**src/rtl/traffic_intersection.sv**
```systemverilog
// Round-robin multi-approach traffic controller with latched pedestrian
// requests and a flashing-yellow maintenance mode. All outputs are decoded
// from registered state only.
module traffic_intersection #(
    parameter int NUM_DIR          = 2,
    parameter int CYCLE_ALL_RED    = 2,
    parameter int CYCLE_RED_YELLOW = 2,
    parameter int CYCLE_GREEN      = 5,
    parameter int CYCLE_YELLOW     = 2,
    parameter int FLASH_PERIOD     = 4,
    parameter int TIME_WIDTH       = 4
) (
    input  logic                       clk,
    input  logic                       rst,
    input  logic                       en,
    input  logic                       flash_mode,
    input  logic [NUM_DIR-1:0]         ped_req,
    output logic [NUM_DIR-1:0]         red,
    output logic [NUM_DIR-1:0]         yellow,
    output logic [NUM_DIR-1:0]         green,
    output logic [NUM_DIR-1:0]         walk,
    output logic [$clog2(NUM_DIR)-1:0] active_dir
);
    localparam int DW = $clog2(NUM_DIR);

    // Reload values: a phase of length C starts its down-counter at C-1.
    localparam logic [TIME_WIDTH-1:0] T_AR = TIME_WIDTH'(CYCLE_ALL_RED - 1);
    localparam logic [TIME_WIDTH-1:0] T_RY = TIME_WIDTH'(CYCLE_RED_YELLOW - 1);
    localparam logic [TIME_WIDTH-1:0] T_G  = TIME_WIDTH'(CYCLE_GREEN - 1);
    localparam logic [TIME_WIDTH-1:0] T_Y  = TIME_WIDTH'(CYCLE_YELLOW - 1);
    localparam logic [TIME_WIDTH-1:0] T_FP = TIME_WIDTH'(FLASH_PERIOD - 1);

    localparam logic [NUM_DIR-1:0] ONE     = NUM_DIR'(1);
    localparam logic [DW-1:0]      LAST_DIR = DW'(NUM_DIR - 1);

    // Elaboration-time sanity on the parameter set.
    if (NUM_DIR < 2) begin : g_chk_dir
        $error("NUM_DIR must be at least 2");
    end
    if (CYCLE_ALL_RED < 1 || CYCLE_RED_YELLOW < 1 || CYCLE_GREEN < 1 ||
        CYCLE_YELLOW < 1 || FLASH_PERIOD < 1) begin : g_chk_len
        $error("all phase lengths must be at least 1");
    end

    typedef enum logic [2:0] {
        ALL_RED,
        RED_YELLOW,
        GREEN,
        YELLOW,
        FLASH
    } state_t;

    state_t                 state, state_nxt;
    logic [TIME_WIDTH-1:0]  timer, timer_nxt;
    logic [DW-1:0]          dir_nxt;
    logic                   blink, blink_nxt;
    logic                   walk_arm, walk_arm_nxt;
    logic [NUM_DIR-1:0]     ped_pend, pend_nxt;
    logic [NUM_DIR-1:0]     dir_oh;

    // State register; reset aborts any phase immediately.
    always_ff @(posedge clk or posedge rst) begin
        if (rst) begin
            state      <= ALL_RED;
            timer      <= T_AR;
            active_dir <= '0;
            blink      <= 1'b0;
            walk_arm   <= 1'b0;
            ped_pend   <= '0;
        end else begin
            state      <= state_nxt;
            timer      <= timer_nxt;
            active_dir <= dir_nxt;
            blink      <= blink_nxt;
            walk_arm   <= walk_arm_nxt;
            ped_pend   <= pend_nxt;
        end
    end

    // Next-state logic: phase sequencing, flash entry/exit, pedestrian latch.
    always_comb begin
        state_nxt    = state;
        timer_nxt    = timer;
        dir_nxt      = active_dir;
        blink_nxt    = blink;
        walk_arm_nxt = walk_arm;
        // Requests are latched every cycle, even while frozen.
        pend_nxt     = ped_pend | ped_req;

        if (en) begin
            unique case (state)
                ALL_RED: begin
                    if (flash_mode) begin
                        state_nxt = FLASH;
                        timer_nxt = T_FP;
                        blink_nxt = 1'b1;
                    end else if (timer == '0) begin
                        state_nxt = RED_YELLOW;
                        timer_nxt = T_RY;
                    end else begin
                        timer_nxt = timer - 1'b1;
                    end
                end
                RED_YELLOW: begin
                    if (flash_mode) begin
                        state_nxt = FLASH;
                        timer_nxt = T_FP;
                        blink_nxt = 1'b1;
                    end else if (timer == '0) begin
                        // Green entry: a request on this very cycle is served now.
                        state_nxt              = GREEN;
                        timer_nxt              = T_G;
                        walk_arm_nxt           = pend_nxt[active_dir];
                        pend_nxt[active_dir]   = 1'b0;
                    end else begin
                        timer_nxt = timer - 1'b1;
                    end
                end
                GREEN: begin
                    // Flash cuts green short but still passes through a full yellow.
                    if (flash_mode || timer == '0) begin
                        state_nxt = YELLOW;
                        timer_nxt = T_Y;
                    end else begin
                        timer_nxt = timer - 1'b1;
                    end
                end
                YELLOW: begin
                    if (timer == '0) begin
                        dir_nxt = (active_dir == LAST_DIR) ? '0 : active_dir + 1'b1;
                        if (flash_mode) begin
                            state_nxt = FLASH;
                            timer_nxt = T_FP;
                            blink_nxt = 1'b1;
                        end else begin
                            state_nxt = ALL_RED;
                            timer_nxt = T_AR;
                        end
                    end else begin
                        timer_nxt = timer - 1'b1;
                    end
                end
                FLASH: begin
                    if (!flash_mode) begin
                        state_nxt = ALL_RED;
                        timer_nxt = T_AR;
                    end else if (timer == '0) begin
                        blink_nxt = ~blink;
                        timer_nxt = T_FP;
                    end else begin
                        timer_nxt = timer - 1'b1;
                    end
                end
                default: begin
                    state_nxt = ALL_RED;
                    timer_nxt = T_AR;
                end
            endcase
        end
    end

    // Lamp and walk decode from registered state.
    always_comb begin
        dir_oh = ONE << active_dir;
        red    = '1;
        yellow = '0;
        green  = '0;
        walk   = '0;
        unique case (state)
            ALL_RED: begin
                red = '1;
            end
            RED_YELLOW: begin
                yellow = dir_oh;
            end
            GREEN: begin
                red   = ~dir_oh;
                green = dir_oh;
                walk  = walk_arm ? dir_oh : '0;
            end
            YELLOW: begin
                red    = ~dir_oh;
                yellow = dir_oh;
            end
            FLASH: begin
                red    = '0;
                yellow = {NUM_DIR{blink}};
            end
            default: begin
                red = '1;
            end
        endcase
    end
endmodule

```
**config.mk**
```make
export PLATFORM = sky130hd
export DESIGN_NAME = traffic_intersection
export DESIGN_NICKNAME = d
export VERILOG_FILES = /design/src/rtl/traffic_intersection.sv
export SDC_FILE = /design/constraint.sdc
export NUM_CORES = 1
export LEC_CHECK = 0
export ABC_AREA = 1
export CAP_MARGIN = 20
export CORE_MARGIN = 8
export CORE_UTILIZATION = 49
export CTS_BUF_LIST = sky130_fd_sc_hd__clkbuf_8
export DETAILED_ROUTE_END_ITERATION = 10
export MAX_ROUTING_LAYER = met4
export PLACE_DENSITY = 0.8
export RECOVER_POWER = 25
export SETUP_SLACK_MARGIN = 0.02
export SYNTH_ARGS = -nofsm -noshare
export SYNTH_HDL_FRONTEND = slang
export SYNTH_SLANG_ARGS = --single-unit
export TNS_END_PERCENT = 30
```
**constraint.sdc**
```tcl
create_clock -name clk -period 1.3 [get_ports clk]
set_input_delay 0.26 -clock clk [delete_from_list [all_inputs] [get_ports clk]]
set_output_delay 0.26 -clock clk [all_outputs]
set_load 0.05 [all_outputs]
```
==> results of run 1 <==
## per-stage QoR
| stage | TNS, ps | hold slack [ps] | setup slack (ps) | area (um^2) | util |
|---|---|---|---|---|---|
| CTS | -3040 | 345 | -350 | 1610 | 0.920 |
| detailed placement | -3400 | 502 | -281 | 1450 | 0.829 |
| global placement | -2360 | 476 | -204 | 1450 | 0.829 |
| floorplan | -2560 | 124 | -347 | 982 | - |
## synthesized netlist by cell type (all sizes together)
library cell | n | area [um^2]
buf | 2 | 22.5
nor3 | 6 | 40.0
xnor2 | 1 | 8.76
o21ai | 8 | 40.0
ha | 2 | 25.0
a41oi | 1 | 8.76
xor2 | 2 | 17.5
a21boi | 1 | 7.51
o21a | 2 | 15.0
nand3 | 16 | 90.1
dfstp | 1 | 26.3
dfrtp | 11 | 275
a21oi | 7 | 35.0
inv | 16 | 62.6
clkbuf | 1 | 3.75
nor2 | 17 | 78.8
nand2 | 41 | 156
or2 | 1 | 6.26
## logic make-up after synthesis
kind of cell | count (synthesis)
XOR/XNOR | 3
buffers and inverters | 19
AO/OA/AOI/OAI | 19
adder cells (fa/ha/maj) | 2
flip-flops | 12
AND/OR/NAND/NOR | 81
## repair_timing
action	CTS
pin swaps	7
setup buffers	3
hold buffers	0
gates resized for setup	29
setup endpoints to repair	19
==> flow_metrics.py, run 1 <==
metrics = {
    "clock_tree": {
        "tritoncts.num_buffers": 3,
        "clk_path_buf_depth": 2,
        "cts_max_level": 1,
        "cts_num_sinks": 12,
        "cts-root-buf": "clkbuf_8",
    },
    "synth": {
        "synth_seq_cells": 12,
        "synth_simple_gate_area_share": 0.404,
        "mean_syn_cell_area_um2": 6.76,
        "syn-instance-count": 136,
        "dominant_combinational_cell_family_by_area_after_synthesis": "simple AND/OR/NAND/NOR gates",
        "synth_fa_ha_area_frac": 0.0272,
        "syn-num-nets": 144,
        "synth_seq_area_share": 0.328,
        "synth_mux_area_frac": 0,
        "synth_xor_area_frac": 0.0286,
        "synth.lib_cells_used.distinct": 25,
        "netlist_area_um2": 920,
        "synth_compound_area_frac": 0.116,
        "synthesis.yosys.warnings": 0,
    },
    "timing": {
        "worst_endpoint_after_global_route_timing_repair": "walk[1]",
        "timing.repair.worst_endpoint_type": "primary output",
    },
    "floorplan": {
        "num_io_pins": 15,
        "die-height_um": 59.3,
        "cell_rows": 15,
        "floorplan.die.width_um": 59.3,
        "initial_core_util": 0.527,
    },
    "placed_design": {
        "placed_cells_incl_taps": 204,
        "gp_congestion": 1.03,
        "post-dp-hpwl_um": 2320,
        "numPortBuffers": 14,
    },
    "status": {
        "status": "did not finish",
        "failed_stage": "global routing",
        "firstError": "[ERROR DPL-0033] detailed placement checks failed during check placement.",
    },
    "global_route": {
        "grt_max_degree": 13,
        "grt_antenna_before_repair": 0,
    },
}
==> inputs of run 2 (changes only) <==
==> config.mk (replaced) <==
export PLATFORM = sky130hd
export DESIGN_NAME = traffic_intersection
export DESIGN_NICKNAME = d
export VERILOG_FILES = /design/src/rtl/traffic_intersection.sv
export SDC_FILE = /design/constraint.sdc
export NUM_CORES = 1
export LEC_CHECK = 0
export ABC_AREA = 1
export CAP_MARGIN = 20
export CORE_AREA = 8 8 69 71
export DETAILED_ROUTE_END_ITERATION = 10
export DIE_AREA = 0 0 77 79
export PLACE_DENSITY_LB_ADDON = 0.15
export RECOVER_POWER = 25
export SYNTH_ARGS = -nofsm -noshare
export SYNTH_HDL_FRONTEND = slang
export SYNTH_SLANG_ARGS = --single-unit
export TNS_END_PERCENT = 30
==> constraint.sdc (replaced) <==
create_clock -name clk -period 1.7 [get_ports clk]
set_input_delay 0.34 -clock clk [delete_from_list [all_inputs] [get_ports clk]]
set_output_delay 0.34 -clock clk [all_outputs]
set_load 0.05 [all_outputs]
==> flow_metrics.py, run 2 <==
metrics = {
    "worst_setup_path": {
        "critical_path.top_delay_family": "flip-flops",
        "reg2reg_setup_slack_ps": 190,
        "cp_max_fo": 5,
        "ff2ff_path_depth": 11,
        "r2r-end": "timer[1]",
        "path_cells": "inv_4 -> nand3_2 -> buf_6 -> nor3_4 -> buf_12",
        "crit_slowest_cell": "dfrtp_2",
        "worst_r2r_startpoint": "timer[0]",
        "timing.critical_path.to_type": "output port",
        "worstSetupStartpointType": "register",
        "data_required_time_at_the_worst_endpoint_ps": 1360,
        "cpPeakStageDelay_ps": 460,
        "cp.buffers_inverters": 3,
        "criticalPathCategory": "register to output port",
        "critical_path_arrival_ps": 1380,
    },
    "timing": {
        "clock-skew-final_ps": 2.90,
        "timing.fmax_mhz": 581,
        "max_slew.worst_pin.slew_ps": 497,
        "max_slew_margin": 0.668,
        "timing.final.setup_violations": 1,
        "setup_repair_after_global_routing_missed_its_margin": "true",
        "final_max_slew_viol_count": 0,
        "layout_min_cycle_time_ps": 1720,
        "min_period_over_period": 1.01,
        "final_hold_viol_count": 0,
        "layout_setup_ws_ps": -22.0,
    },
    "power": {
        "comb_power_share": 0.688,
        "power_report.internal_total_mw": 1.34,
        "leakage_nw": 0.707,
        "clockPowerShare": 0.106,
        "p_sw_mw": 1.27,
        "power_switching_share": 0.486,
        "powerDensity_nw_per_um2": 1800,
        "max_vdd_drop_mv": 0.683,
        "power.share.sequential": 0.206,
    },
    "status": {
        "status": "finished with violations",
        "failing_checks": "setup timing",
    },
    "layout": {
        "largest_register_ff_count": 4,
        "fin_cells": 218,
        "antenna-diode-count": 0,
        "layout-area-overhead-vs-synth_pct": 57.4,
        "commonest_non_fill_non_tap_cell_in_the_layout": "nand2_1",
        "top_library_cells_by_usage_in_the_layout_fill_and_taps_aside": "nand2_1 (36), buf_4 (16), nand3_1 (14)",
        "final_nets": 177,
        "regMostFlops": "timer",
        "layout.cell_area.non_filler_um2": 1450,
        "layout-drive-gt1-share": 0.351,
        "reg_top3": "timer x4, state x3, ped_pend x2",
    },
    "placed_design": {
        "numPortBuffers": 14,
        "detailed_place.area_um2": 1300,
        "gp_congestion": 0.814,
        "post-dp-hpwl_um": 1980,
        "placed_cells_incl_taps": 207,
    },
    "detailed_routing": {
        "ant_nets": 0,
        "drc_violations": 0,
        "vias": 976,
        "drt-wirelength-per-cell_um": 11.5,
        "drt_wl_total_um": 2520,
        "vias_per_cell": 4.48,
        "initialDrtViolationCount": 48,
        "firstDrtPassIters": 4,
    },
    "global_route": {
        "grt_pass1_vias": 923,
        "first_pass_grt_wire_length_um": 4350,
        "global_route.overflow_total": 0,
        "global_route.usage.total": 0.0869,
        "grt_antenna_before_repair": 0,
        "grt_max_degree": 13,
    },
    "synth": {
        "synth_top_flop_cell": "dfrtp_1",
        "yosys.cell_count.top_type": "nand2_1",
        "synthesis.yosys.warnings": 0,
        "post_synth_main_area_contributors": "dfrtp_1 (30%), nand2_1 (16%), nand3_1 (7.6%)",
        "synth.largest_area_cell": "dfrtp_1",
        "mean_syn_cell_area_um2": 6.76,
        "synth-edff-count": 0,
        "syn-num-nets": 144,
        "synth.lib_cells_used.distinct": 25,
        "syn-instance-count": 136,
        "synth_top_area_frac": 0.299,
        "ys_top_cells_by_count": "nand2_1 (40), nor2_1 (15), nand3_1 (14)",
        "asyncSetResetFlopFracSynth": 1.00,
        "synth_seq_cells": 12,
        "netlist_area_um2": 920,
        "synth_seq_area_share": 0.328,
    },
    "floorplan": {
        "die_area_um2": 6080,
        "initial_core_util": 0.242,
        "core_um2": 3800,
        "cell_rows": 23,
        "num_io_pins": 15,
        "die-height_um": 79,
        "floorplan.die.width_um": 77,
    },
    "clock_tree": {
        "clock_latency_ps": 250,
        "cts-root-buf": "clkbuf_8",
        "cts_tree": "yes",
        "tritoncts.num_buffers": 3,
        "cts_max_level": 1,
        "clk_pin_slew_worst_paths_ps": 50,
        "cts_num_sinks": 12,
        "clk_path_buf_depth": 2,
    },
    "min_path": {
        "hold_path.class": "register to register",
        "hp-start": "walk_arm",
        "hold_end": "walk_arm",
        "worst_hold_path_stage_count": 1,
    },
    "run": {
        "max-cap-violations": 0,
    },
}
-- run 2: per-layer routing --
| layer | routed length, um | GRT usage | vias up |
|---|---|---|---|
| met1 | 1190 | 0.107 | 440 |
| li1 | - | - | 502 |
| met5 | 0 | 0 | - |
| met2 | 1130 | 0.139 | 29 |
| met3 | 135 | 0.0192 | 5 |
| met4 | 54 | 0.0453 | 0 |
-- run 2: cells by family (layout without fill, tap and decap cells) --
family | after synthesis | count (layout) | share of synthesized area
buffers and inverters | 19 | 51 | 0.0966
AO/OA/AOI/OAI | 19 | 19 | 0.116
adder cells (fa/ha/maj) | 2 | 2 | 0.0272
AND/OR/NAND/NOR | 81 | 81 | 0.404
XOR/XNOR | 3 | 3 | 0.0286
flip-flops | 12 | 12 | 0.328
-- run 2: timing repair --
action                                  CTS  global route
cloned                                    0             0
setup buffers                             0             7
resized for setup                         7             9
endpoints found under the setup margin    8            13
hold buffers                              0             0
endpoints found under the hold margin     0             0
pin swaps                                 0             3
-- run 2: how the worst max path moves through the flow --
stage | from | to | slack, ps | cells after the start
after floorplan | state[0] | red[1] | -220 | 5
after global placement | timer[0] | state[0] | 90 | 8
after detailed placement | timer[0] | state[1] | 90 | 9
after CTS | state[1] | yellow[0] | -40 | 6
after global routing | state[0] | walk[0] | -70 | 5
final | state[2] | walk[0] | -20 | 5
-- run 2: layout make-up --
cell class              instances  area (um^2)
clock buffers                   4         45.0
fillers                       409         2350
inverters                      16         65.1
multi-input cells             105          607
flip-flops and latches         12          307
well taps                      50         62.6
repair buffers                 31          362
-- run 2: power by group through the flow --
stage / Sequential [mW] / Combinational, mW / Clock (mW)
2_1_floorplan: 0.525 / 1.09 / 0
3_3_place_gp: 0.527 / 1.64 / 0
3_5_place_dp: 0.532 / 1.65 / 0
4_1_cts: 0.532 / 1.69 / 0.280
5_1_grt: 0.556 / 1.96 / 0.297
6_report: 0.538 / 1.79 / 0.277
-- run 2: per-stage QoR --
step	hold slack, ps	utilization	power (mW)	setup TNS (ps)	setup WS [ps]
2_1_floorplan	204	-	1.61	-364	-222
3_3_place_gp	483	0.343	2.17	0	91.0
3_5_place_dp	487	0.343	2.18	0	92.0
4_1_cts	438	0.360	2.50	-158	-42.9
5_1_grt	515	0.381	2.82	-246	-69.4
6_report	494	0.381	2.61	-22.0	-22.0
-- run 2: worst register-to-register path: cells and delay by family, from the launching register on --
| family | cells | cell delay (ps) |
|---|---|---|
| adder cells (fa/ha/maj) | 1 | 300 |
| AND/OR/NAND/NOR | 7 | 420 |
| flip-flops | 1 | 520 |
| buffers and inverters | 3 | 150 |
(Power assumes the default switching activity.)
==> inputs of run 3 (changes only) <==
--- a/config.mk
+++ b/config.mk
@@ -7,9 +7,9 @@
 export LEC_CHECK = 0
 export ABC_AREA = 1
 export CAP_MARGIN = 20
-export CORE_AREA = 8 8 69 71
+export CORE_AREA = 2 2 63 65
 export DETAILED_ROUTE_END_ITERATION = 10
-export DIE_AREA = 0 0 77 79
+export DIE_AREA = 0 0 65 67
 export PLACE_DENSITY_LB_ADDON = 0.15
 export RECOVER_POWER = 25
 export SYNTH_ARGS = -nofsm -noshare
==> constraint.sdc (replaced) <==
create_clock -name clk -period 1.7 [get_ports clk]
set_input_delay 0.255 -clock clk [delete_from_list [all_inputs] [get_ports clk]]
set_output_delay 0.255 -clock clk [all_outputs]
set_load 0.05 [all_outputs]
==> flow_metrics.py, run 3 (same netlist as run 2, synthesis figures left out) <==
metrics = {
    "timing": {
        "max_slew.worst_pin.slew_ps": 530,
        "max_slew_margin": 0.646,
        "min_period_over_period": 0.989,
        "layout_min_cycle_time_ps": 1680,
        "clock-skew-final_ps": 2.12,
        "timing.fmax_mhz": 595,
        "setup_repair_after_global_routing_missed_its_margin": "true",
        "timing.final.setup_violations": 0,
        "final_max_slew_viol_count": 0,
        "final_hold_viol_count": 0,
    },
    "clock_tree": {
        "clock_latency_ps": 240,
        "cts_num_sinks": 12,
        "clk_path_buf_depth": 2,
        "clk_pin_slew_worst_paths_ps": 60,
        "cts_tree": "yes",
        "tritoncts.num_buffers": 3,
        "cts-root-buf": "clkbuf_8",
        "cts_max_level": 1,
        "cts_hold_buf": 0,
    },
    "detailed_routing": {
        "initialDrtViolationCount": 32,
        "drt_wl_total_um": 2450,
        "drt-wirelength-per-cell_um": 11.6,
        "firstDrtPassIters": 4,
        "vias": 952,
        "ant_nets": 0,
        "drc_violations": 0,
        "vias_per_cell": 4.49,
    },
    "floorplan": {
        "die_area_um2": 4360,
        "cell_rows": 22,
        "initial_core_util": 0.255,
        "core_um2": 3610,
        "die-height_um": 67,
        "floorplan.die.width_um": 65,
        "num_io_pins": 15,
    },
    "worst_setup_path": {
        "crit_slowest_cell": "dfrtp_2",
        "criticalPathCategory": "register to output port",
        "worst_r2r_startpoint": "timer[0]",
        "ff2ff_path_depth": 9,
        "cp_max_fo": 8,
        "timing.critical_path.to_type": "output port",
        "path_cells": "inv_4 -> nand3_4 -> buf_6 -> nor3_4 -> buf_12",
        "critical_path_arrival_ps": 1430,
        "reg2reg_setup_slack_ps": 160,
        "r2r-end": "state[0]",
        "worstSetupStartpointType": "register",
        "cpPeakStageDelay_ps": 490,
        "data_required_time_at_the_worst_endpoint_ps": 1440,
    },
    "layout": {
        "filler_cell_count": 402,
        "layout-area-overhead-vs-synth_pct": 53.5,
        "commonest_non_fill_non_tap_cell_in_the_layout": "nand2_1",
        "top_library_cells_by_usage_in_the_layout_fill_and_taps_aside": "nand2_1 (37), nand3_1 (14), nor2_1 (12), buf_4 (12), inv_1 (11)",
        "layout.cell_area.non_filler_um2": 1410,
        "fin_cells": 212,
        "layout-drive-gt1-share": 0.329,
        "final_nets": 173,
        "reg_top3": "timer x4, state x3, ped_pend x2",
        "antenna-diode-count": 0,
        "regMostFlops": "timer",
        "largest_register_ff_count": 4,
        "finish.utilization": 0.391,
    },
    "power": {
        "powerDensity_nw_per_um2": 1830,
        "leakage_nw": 0.678,
        "power.share.sequential": 0.208,
        "power_switching_share": 0.496,
        "max_vdd_drop_mv": 0.571,
        "p_sw_mw": 1.28,
        "power_report.internal_total_mw": 1.30,
        "comb_power_share": 0.683,
        "clockPowerShare": 0.108,
    },
    "global_route": {
        "global_route.usage.total": 0.121,
        "grt_pass1_vias": 943,
        "global_route.overflow_total": 0,
        "grt_antenna_before_repair": 0,
        "grt_max_degree": 13,
        "first_pass_grt_wire_length_um": 4060,
    },
    "placed_design": {
        "numPortBuffers": 14,
        "post-dp-hpwl_um": 1910,
        "placed_cells_incl_taps": 202,
        "detailed_place.area_um2": 1270,
        "gp_congestion": 0.951,
    },
    "status": {
        "status": "finished clean",
    },
    "run": {
        "max-cap-violations": 0,
    },
    "min_path": {
        "hold_path.class": "primary input to async pin",
    },
}
run 3: cell count changes in the layout (fill, tap and decap cells not counted), sizes merged:
cell,change
inv,-1
clkinvlp,+1
buf,-4
run 3: worst max-delay path by stage:
stage	start	endpoint	slack [ps]	depth (start not counted)
detailed placement	flash_mode	timer[1]	110	9
floorplan	state[0]	red[1]	-140	5
global route	state[2]	walk[0]	-40	5
finish	state[2]	walk[0]	20	5
global placement	flash_mode	timer[1]	140	9
CTS	state[2]	green[0]	-2	5
run 3: routing by layer:
layer,track usage,part of all wire
met4,0.0319,0.0073
met5,0,0
met3,0.0270,0.027
met2,0.206,0.48
met1,0.152,0.48
run 3: critical path, delay by kind of cell, from the launching register on:
family	cells	cell delay [ps]
flip-flops	1	490
buffers and inverters	3	400
AND/OR/NAND/NOR	2	290
run 3: metrics by stage:
stage / power (mW) / hold WS, ps / setup slack (ps) / TNS (ps)
detailed placement: 2.13 / 497 / 110 / 0
global route: 2.79 / 525 / -35.6 / -60.6
global placement: 2.12 / 481 / 142 / 0
floorplan: 1.59 / 119 / -137 / -137
CTS: 2.44 / 374 / -1.95 / -3.23
finish: 2.58 / 493 / 19.4 / 0
run 3: power groups by stage:
stage                     logic, mW  clock network, mW  registers (mW)
final                          1.76              0.279           0.537
after detailed placement       1.58                  0           0.547
after global routing           1.94              0.302           0.555
after floorplan                1.07                  0           0.523
after CTS                      1.60              0.286           0.553
after global placement         1.58                  0           0.545
run 3: timing repair:
item                                    CTS  global route
endpoints found under the setup margin    5             7
setup buffers                             0             6
gates resized for setup                   5            12
gates cloned                              0             0
pin swaps                                 0             4
run 3: layout make-up:
class                   count  area (um^2)  area share
clock buffers               4         45.0      0.0319
flip-flops and latches     12          305       0.216
inverters                  16         68.8      0.0488
multi-input cells         105          609       0.432
well taps                  48         60.1      0.0426
repair buffers             27          323       0.229
==> inputs of run 4 (changes only) <==
--- a/config.mk
+++ b/config.mk
@@ -5,7 +5,6 @@
 export SDC_FILE = /design/constraint.sdc
 export NUM_CORES = 1
 export LEC_CHECK = 0
-export ABC_AREA = 1
 export CAP_MARGIN = 20
 export CORE_AREA = 2 2 63 65
 export DETAILED_ROUTE_END_ITERATION = 10
==> flow_metrics.py, run 4 <==
metrics = {
    "status": {
        "status": "finished clean",
    },
    "global_route": {
        "global_route.overflow_total": 0,
        "first_pass_grt_wire_length_um": 3940,
        "grt_antenna_before_repair": 0,
        "grt_pass1_vias": 809,
        "global_route.usage.total": 0.120,
        "grt_max_degree": 14,
    },
    "power": {
        "max_vdd_drop_mv": 0.333,
        "leakage_nw": 0.550,
        "power.total_mw": 1.57,
        "powerDensity_nw_per_um2": 1230,
    },
    "timing": {
        "final_hold_viol_count": 0,
        "min_period_over_period": 0.956,
        "layout_min_cycle_time_ps": 1630,
        "final_max_slew_viol_count": 0,
        "timing.fmax_mhz": 615,
        "max_slew.worst_pin.slew_ps": 494,
        "max_slew_margin": 0.670,
        "setup_repair_after_global_routing_missed_its_margin": "true",
        "clock-skew-final_ps": 9.71,
        "timing.final.setup_violations": 0,
    },
    "detailed_routing": {
        "drc_violations": 0,
        "drt-wirelength-per-cell_um": 13.1,
        "vias_per_cell": 4.77,
        "initialDrtViolationCount": 36,
        "firstDrtPassIters": 4,
        "drt_wl_total_um": 2350,
        "ant_nets": 0,
        "vias": 854,
    },
    "layout": {
        "layout-drive-gt1-share": 0.328,
        "filler_cell_count": 388,
        "largest_register_ff_count": 4,
        "regMostFlops": "timer",
        "final_nets": 140,
        "reg_top3": "timer x4, state x3, ped_pend x2",
        "fin_cells": 179,
        "layout-area-overhead-vs-synth_pct": 51.2,
        "top_library_cells_by_usage_in_the_layout_fill_and_taps_aside": "inv_1 (14), buf_4 (14), nor2_1 (11)",
        "antenna-diode-count": 0,
    },
    "worst_setup_path": {
        "critical_path_arrival_ps": 1370,
        "r2r-end": "timer[2]",
        "criticalPathCategory": "register to output port",
        "data_required_time_at_the_worst_endpoint_ps": 1440,
        "worst_r2r_startpoint": "timer[0]",
        "path_cells": "buf_4 -> nor3_4 -> and2_4 -> buf_12",
        "worstSetupStartpointType": "register",
        "reg2reg_setup_slack_ps": 90,
        "cp_max_fo": 10,
        "crit_slowest_cell": "dfrtp_2",
        "cpPeakStageDelay_ps": 460,
        "ff2ff_path_depth": 6,
        "critPathLaunch": "state[0]",
        "timing.critical_path.to_type": "output port",
        "crit_end": "walk[0]",
    },
    "synth": {
        "syn-instance-count": 105,
        "synth.lib_cells_used.distinct": 36,
        "synth-edff-count": 0,
        "netlist_area_um2": 846,
        "synth_seq_cells": 12,
        "synthesis.yosys.warnings": 0,
        "post_synth_main_area_contributors": "dfrtp_1 (33%), o21ai_0 (7.1%), inv_1 (6.2%)",
        "synth_top_area_frac": 0.325,
        "mean_syn_cell_area_um2": 8.06,
        "yosys.cell_count.top_type": "inv_1",
        "asyncSetResetFlopFracSynth": 1.00,
        "synth.largest_area_cell": "dfrtp_1",
        "synth_seq_area_share": 0.357,
        "ys_top_cells_by_count": "inv_1 (14), o21ai_0 (12), dfrtp_1 (11), nor2_1 (11), a21oi_1 (9)",
        "syn-num-nets": 113,
        "synth_top_flop_cell": "dfrtp_1",
    },
    "clock_tree": {
        "cts-root-buf": "clkbuf_8",
        "cts_tree": "yes",
        "clk_path_buf_depth": 2,
        "tritoncts.num_buffers": 3,
        "clk_pin_slew_worst_paths_ps": 60,
        "cts_max_level": 1,
        "cts_hold_buf": 0,
        "clock_latency_ps": 250,
        "cts_num_sinks": 12,
    },
    "floorplan": {
        "die_area_um2": 4360,
        "num_io_pins": 15,
        "initial_core_util": 0.235,
        "core_um2": 3610,
        "floorplan.die.width_um": 65,
        "die-height_um": 67,
        "cell_rows": 22,
    },
    "run": {
        "max-cap-violations": 0,
    },
    "placed_design": {
        "gp_congestion": 0.806,
        "numPortBuffers": 14,
        "post-dp-hpwl_um": 1720,
        "placed_cells_incl_taps": 172,
    },
    "min_path": {
        "hold_path.class": "primary input to async pin",
    },
}
-- run 4: cell types whose count changed in the layout (fill, tap and decap cells not counted), sizes merged, moves of 2 or more --
cell | before | now
a31oi | 0 | 4
o21ai | 8 | 13
nor2 | 17 | 11
nor3 | 6 | 2
xor2 | 2 | 0
nand4 | 0 | 5
nand3 | 16 | 2
o22ai | 0 | 2
nand2 | 41 | 6
a21oi | 7 | 9
nor3b | 0 | 3
-- run 4: how the worst min path moves through the flow --
stage	start	end	slack [ps]	cells past startpoint
4_1_cts	rst	timer[1]	360	2
3_3_place_gp	blink	blink	460	1
5_1_grt	blink	blink	500	1
6_report	rst	timer[1]	470	2
2_1_floorplan	rst	blink	120	1
3_5_place_dp	blink	blink	460	1
-- run 4: per-layer routing --
layer  global-route usage  up-vias  routed length (um)
met5                    0        -                   0
met4               0.0479        0                  40
met3               0.0220        4                  94
met2                0.174       22                1090
met1                0.172      405                1130
li1                     -      423                   -
-- run 4: what timing repair did --
action | in CTS | in global routing
setup buffers | 2 | 0
cloned | 0 | 1
setup endpoints to repair | 6 | 8
gates resized for setup | 3 | 2
pin swaps | 1 | 1
-- run 4: area by class of cell --
| cell class | instances | area (um^2) | share of cell area |
|---|---|---|---|
| Inverter | 14 | 52.6 | 0.0411 |
| Timing Repair Buffer | 26 | 295 | 0.231 |
| Tap cell | 48 | 60.1 | 0.0470 |
| Multi-Input combinational cell | 75 | 510 | 0.399 |
| Clock buffer | 4 | 55.1 | 0.0431 |
| Sequential cell | 12 | 305 | 0.239 |
-- run 4: cell families after synthesis --
logic type	count (synthesis)	synth area share
AOI/OAI and AO/OA	35	0.244
xor gates and xnor gates	1	0.0104
adders and majority gates	2	0.0296
buffers and inverters	19	0.109
DFF	12	0.357
muxes	1	0.0133
and+or+nand+nor	35	0.237
-- run 4: metrics by stage --
step	hold slack [ps]	instance area (um^2)	setup TNS (ps)	utilization	setup WS [ps]
floorplan	119	882	-267	-	-121
global placement	463	1180	0	0.328	43.9
finish	467	1280	0	0.355	74.7
CTS	358	1260	0	0.349	17.7
global route	500	1280	-10.8	0.355	-10.8
detailed placement	461	1180	0	0.328	72.3
-- run 4: power by group --
group          total, mW  switching, mW  internal, mW
clock network      0.320          0.115         0.205
registers          0.462         0.0992         0.363
logic              0.790          0.442         0.348
total               1.57          0.656         0.916
-- run 4: critical path: cells and delay by family, from the launching register on --
family,cells,cell delay (ps)
buf+inv,2,310
flops,1,460
simple gates,2,360
==> variant (flow settings as in run 3) <==
`NUM_DIR`: 2 -> 4.
--- a/src/rtl/traffic_intersection.sv
+++ b/src/rtl/traffic_intersection.sv
@@ -2,7 +2,7 @@
 // requests and a flashing-yellow maintenance mode. All outputs are decoded
 // from registered state only.
 module traffic_intersection #(
-    parameter int NUM_DIR          = 2,
+    parameter int NUM_DIR          = 4,
     parameter int CYCLE_ALL_RED    = 2,
     parameter int CYCLE_RED_YELLOW = 2,
     parameter int CYCLE_GREEN      = 5,
Ports: changed (6 resized); port bits go from 15 to 26. The function was not compared with the original's and may differ.
==> variant against run 3 <==
- the run now ends with setup timing left
- sequential power grew 11%
- clock skew grew 1.1 ps
- cell count grew 23%
- sequential cell count grew 3
- area after synthesis grew 25%
- design area grew 40%
- worst setup slack lost 58 ps
- wire length grew 34%
- worst hold slack lost 10 ps
- clock power grew 6%
- power grew 63%
- highest routed layer unchanged
==> variant: results (changes against run 3) <==
The run gives 22 (was 32) as the violation count after the first detailed-route iteration. Synthesized netlist cell count: 166 (was 136). The clock tree skew after final layout came out at 3.265 ps (was 2.123 ps).

The via count of the first global-routing pass was 1,225 (was 943). The maximum fanout along the worst path is 5 (was 8), and the post-route worst setup slack is -38.75 ps (was 19.35 ps). The run gives 180 (was 144) as the net count after synthesis. The half-perimeter wire length of the detailed placement result was 2394 um (was 1914 um).

The tools report the worst endpoint data arrival time as 1480 ps (was 1430 ps). The run gives 11 (was 0) as the total setup violations reported at the end of the flow. The placer's final routability congestion estimate is 0.8662 (was 0.9510). Top cells by area, synth: dfrtp_1 (30%), nand2_1 (11%), inv_1 (7.8%) (was dfrtp_1 (30%), nand2_1 (16%), nand3_1 (7.6%)). Average vias per placed instance: 4.678 (was 4.491). Leading registers by flop count: ped_pend: 4 flops, timer: 4 flops, state: 3 flops (was timer: 4 flops, state: 3 flops, ped_pend: 2 flops). Peak supply drop: 0.9678 mV (was 0.5707 mV). The routed length on met2 was 1685 um (was 1183 um); the routing usage on met2 was 30.15% (was 20.62%).

Post-synth top cells: nand2_1 (34), inv_1 (24), nor2_1 (16) (was nand2_1 (40), nor2_1 (15), nand3_1 (14)). The port buffer count was 25 (was 14); the met3 wirelength from detailed routing was 151 um (was 66 um). The setup TNS was -171.5 ps (was 0 ps). The number of filler cells placed in the layout is 346 (was 402).

The switching share of total power is 52.40% (was 49.56%). The tools report the final cell area excluding filler cells as 1979 sq um (was 1411 sq um). The met1 wire length was 1395 um (was 1185 um).

The checks that failed: setup timing. The flow ran to the end, but the final reports show violations. The worst slack on hold paths came out at 482.7 ps (was 493.0 ps).
## variant: cell types whose count changed after synthesis, moves of 3 or more
cell            run 3  this run
inv_1              13        24
o21ai_0             6        14
o21ai_1             2        10
nand2_1            40        34
nand3_1            14         8
inv_2               2         7
a21oi_1             7         3
ha_1                2         6
nand2_2             1         5
dfrtp_1            11        14
nor2_2              0         3
## variant: repair_timing
action / CTS / global route
resized for setup: 16 / 14
pin swaps: 6 / 4
setup buffers: 10 / 6
setup endpoints to repair: 16 / 23
## variant: cell type report
class | instances | area share (%)
multi-input cells | 118 | 40.58
repair buffers | 45 | 28.44
flip-flops and latches | 15 | 19.22
inverters | 31 | 6.384
well taps | 48 | 3.034
clock buffers | 3 | 2.086
clock inverters | 1 | 0.2528
## variant: worst max-delay path, cell delays in order (launching register included)
cell,delay [ps]
dfrtp_1,390
inv_2,110
buf_4,130
nor2_4,30
inv_2,60
nand2_2,60
inv_4,110
nand2_4,90
o21ai_2,90
buf_12,160
## variant: power by group through the flow
stage	registers [uW]	logic, uW	clock network, uW
2_1_floorplan	663	1720	0
3_3_place_gp	591	2810	0
3_5_place_dp	599	2850	0
4_1_cts	593	3060	308
5_1_grt	607	3520	323
6_report	598	3310	297
## variant: worst max-delay path by stage
stage	to	slack, ps	cells past startpoint
floorplan	yellow[0]	-40	4
global placement	red[0]	90	9
detailed placement	red[3]	80	9
CTS	yellow[0]	-30	8
global route	red[0]	-100	9
finish	red[0]	-40	9
## variant: kinds of logic after synthesis
kind of cell               share of synthesized area (%)
AOI/OAI and AO/OA                                  14.15
xor gates and xnor gates                           1.524
adders and majority gates                          6.529
buffers and inverters                              11.53
DFF                                                32.75
and+or+nand+nor                                    33.51
